`src/rtl/handshake_sat_counter.sv`:
```
// Saturating up-counter with synchronous clear.
// Ports:
//   clk, rst  - clock, asynchronous active-high reset
//   clear     - zero the count on the next edge (wins over inc)
//   inc       - add one on the next edge unless already at all-ones
//   count     - registered count value
module handshake_sat_counter #(
   parameter int unsigned CNT_WIDTH = 16
) (
   input  logic                 clk,
   input  logic                 rst,
   input  logic                 clear,
   input  logic                 inc,
   output logic [CNT_WIDTH-1:0] count
);

   logic [CNT_WIDTH-1:0] count_q;

   always_ff @(posedge clk or posedge rst) begin
      if (rst) begin
         count_q <= '0;
      end else if (clear) begin
         count_q <= '0;
      end else if (inc && (count_q != '1)) begin
         count_q <= count_q + CNT_WIDTH'(1);
      end
   end

   assign count = count_q;

endmodule

```
`config.mk`:
```
export PLATFORM = sky130hd
export DESIGN_NAME = handshake_sat_counter
export DESIGN_NICKNAME = d
export VERILOG_FILES = /design/src/rtl/handshake_sat_counter.sv
export SDC_FILE = /design/constraint.sdc
export NUM_CORES = 1
export LEC_CHECK = 0
export CORE_ASPECT_RATIO = 0.5
export CORE_MARGIN = 2
export CORE_UTILIZATION = 28
export DETAILED_ROUTE_END_ITERATION = 6
export SYNTH_ARGS = -nofsm -noshare
export SYNTH_HDL_FRONTEND = slang
export SYNTH_SLANG_ARGS = --single-unit
```
`constraint.sdc`:
```
create_clock -name clk -period 2.4 [get_ports clk]
set_input_delay 0.6 -clock clk [delete_from_list [all_inputs] [get_ports clk]]
set_output_delay 0.6 -clock clk [all_outputs]
set_load 0.005 [all_outputs]
```
**Yosys cells after proc, flatten, opt, wreduce, memory -nomap -nowiden**

Cells that the tools add are included.

- Bits of input ports: 4
- Bits in registers: 16
- Logic and storage cells: 7
- Output and inout port bits: 16

- Equality and inequality tests: 1
- Muxes and demuxes: 2
- Reductions and logical operators: 2
- Add/subtract/negate cells: 1

Operators by type and width:

| kind | number |
|---|---|
| $mux 16 | 2 |
| $add 16x1->16 const B | 1 |
| $ne 16x16->1 const B | 1 |
| $reduce_bool 2->1 | 1 |
| $logic_and 1x1->1 | 1 |

**Depth between registers and ports, before layout**

- Depth after elaboration: 4
- Depth in mapped cells: 6
- Depth with buffers taken out: 5

**Worst setup path after synthesis**

Ideal clock, no wire load.

- Path type: in2reg
- From: input inc
- To: register count_q[13], in the netlist count[13]
- Required time: 2.322 ns
- Stages: 5
- Library setup time: 0.078 ns
- Path slack: 0.439 ns
- Arrival: 1.884 ns
- Buffers on the path: 1
- Cell sequence: clkbuf_2 > nand3_1 > or4_4 > or4_1 > a21oi_1

- Longest elaborated chain between the ends: 2

RTL lines:

| what | line | source |
|---|---|---|
| start, declared | 13 | `input logic inc,` |
| $logic_and 1x1->1 | 24 | `end else if (inc && (count_q != '1)) begin` |
| $reduce_bool 2->1 (no source line) | - |  |
| end signal, assigned | 25 | `count_q <= count_q + CNT_WIDTH'(1);` |
| end, declared | 17 | `logic [CNT_WIDTH-1:0] count_q;` |

No other way between the ends.
A chain may end at the register's enable or synchronous reset.

**Worst setup path in the final report**

Ends and elaborated chain as after synthesis.

==> results.md <==
- Clock Latency Late Sink: 0.26 ns
- Hold slack: 0.587 ns
- # diodes: 0
- Htree depth: 1
- Final Cycle Share: 0.862
- First-pass GRT wire length: 4110 um
- Min Tclk post-route: 2.07 ns
- CP Buf/Inv Count: 1
- Sum Neg Setup Slack: 0 ns
- Nets: 131
- Synth Warn #: 0
- Hold_buf cts: 0
- Share of cells above drive strength 1: 0.120
- Worst EP required: 2.58 ns
- Die ar.: 3830 um2
- Worst Setup Slack, final: 0.330 ns
- Clk slew on worst S/H paths: 0.07 ns
- Slew @ Worst Pin: 0.625 ns
- TritonCTS clock tree: yes
- Die H: 44.8 um
- Initial antenna violation count: 0
- Distinct cell type count after synthesis: 29
- Critical path's slowest cell: clkdlybuf4s50_1
- Total CTS buffers: 3
- Mapped Area: 932 um2
- Synth Register Bits: 16
- Port bufs: 19
- Most common cell after layout, fill and taps aside: clkdlybuf4s50_1
- Post-Place Setup Slack: 0.0849 ns
- Clk sinks: 16
- Layout area overhead: 33.0%
- Startpoint types: input pin
- Leakage: 0.443 nW
- RSZ-0062 raised after global routing: false
- Global route total overflow: 0
- Post-Route WL: 2300 um
- DRC Markers: 0
- Max reg flops: 16
- Vias in the first global route: 867
- # Post-CTS Setup Buffers: 0
- Commonest non-fill, non-tap cells in the layout: clkdlybuf4s50_1, dfrtp_1, a21oi_1, nand3_1
- Final Power: 0.565 mW
- Relative max-transition margin: 0.583
- Power density cells: 456 nW/um2
- Family with the most delay on the worst path: simple AND/OR/NAND/NOR gates
- FF+latch area: 400 um2
- Largest stage delay, worst path: 0.49 ns
- EDFF count, synth: 0
- Worst-case clock skew: 0.00200 ns
- Final setup vio count: 0
- Slew Limit Fails: 0
- Hold Crit Class: register to register
- Dpl hpwl: 1690 um
- Status: finished clean
- WL/cell: 13.9 um
- CTS resizes: 0
- Top FF cell, synth: dfrtp_1
- I/O pin total: 20
- Row count: 14
- Routability cong.: 0.795
- Crit-path cells: clkdlybuf4s50_1 -> nand3_1 -> or4_4 -> or4_1 -> a21oi_1
- DR vias/cell: 5.42
- Peak supply drop: 0.000185 V
- Critical Path Fanout Max: 6
- Core ar.: 3080 um2
- Setup CP Type: input pin to register
- Number of hold violations in the final report: 0
- GRT Util Overall: 0.136
- Die Wd: 85.6 um
- DR vias: 895
- Clock Tree Root: clkbuf_8
- First drt pass iteration count: 4
- Cell count after synthesis: 101
- Pin count of the biggest net entering global routing: 17
- Syn_nets: 106
- Asr flop ratio synth: 1.00
- Max Buffers Root-to-Sink: 2
- Fillcell total: 309
- Critical path endpoint category: register
- DR iter-0 viols: 47
- Sequential share of the synthesized area: 0.430
- Footprint of the multi-input gates: 495 um2
- Mapped Avg Cell Area: 9.23 um2
- Starting density of the core: 0.302
- Final ANT Viol Nets: 0
- Max Cap Violations: 0
- Max Fclk: 483 MHz
- Worst Path Arrival: 2.25 ns
## worst min-delay path: stages, from the launching register on
cell and delay, ns:
dfrtp_1 0.41, o41ai_1 0.07, a21oi_1 0.06
## metrics by stage
stage	area [um2]	std cells	utilization
2_1_floorplan	932	101	-
5_1_grt	1240	165	0.402
3_3_place_gp	1180	161	0.384
4_1_cts	1240	165	0.402
3_5_place_dp	1180	161	0.384
6_report	1240	165	0.402
## cell type report
cell class                      count  share of cell area
Inverter                            3             0.00908
Timing Repair Buffer               24               0.184
Clock buffer                        4              0.0444
Multi-Input combinational cell     78               0.400
Tap cell                           40              0.0404
Sequential cell                    16               0.323
## cells in the mapped netlist, drive strengths merged (2+ instances only)
cell	n	area, um2
o41ai	2	17.5
inv	3	11.3
nor2	3	11.3
o31ai	5	37.5
o21ai	5	25.0
nand2b	2	12.5
nand2	6	22.5
dfrtp	16	400
nand4	5	46.3
mux2	2	22.5
nor2b	3	18.8
a21oi	12	60.1
or4	8	65.1
nor3	4	20.0
nand3	7	35.0
or3	7	45.1
clkbuf	2	8.75
nor4	3	18.8
## metal layers
layer  vias up  GRT usage  part of all wire
li1        443          -                 -
met1       430      0.186              0.49
met2        20      0.211              0.45
met3         2     0.0384             0.059
met4         0     0.0476            0.0035
met5         -          0                 0
## cells by family after synthesis
family | Yosys count | share of synthesized area
buffers and inverters | 7 | 0.0389
flip-flops | 16 | 0.430
AO/OA/AOI/OAI | 25 | 0.157
adder cells (fa/ha/maj) | 1 | 0.0134
AND/OR/NAND/NOR | 49 | 0.326
multiplexers | 3 | 0.0349
## path summary, 6_finish.rpt
kind / cells after the start / start / endpoint / slack (ns)
setup / recovery: 5 / inc / count[13] / 0.33
hold / removal: 2 / count[14] / count[14] / 0.59
setup reg to reg: 4 / count[2] / count[13] / 0.47
hold reg to reg: 2 / count[14] / count[14] / 0.59
max in group asynchronous: 2 / rst / count[8] / 1.28
min in group asynchronous: 2 / rst / count[5] / 0.72
## where the power goes
group | total [mW] | switching [mW] | leakage (nW) | internal (mW)
clock network | 0.249 | 0.103 | 0.0288 | 0.146
logic | 0.0380 | 0.0195 | 0.193 | 0.0185
registers | 0.278 | 0.00473 | 0.222 | 0.273
(Power assumes the default switching activity.)
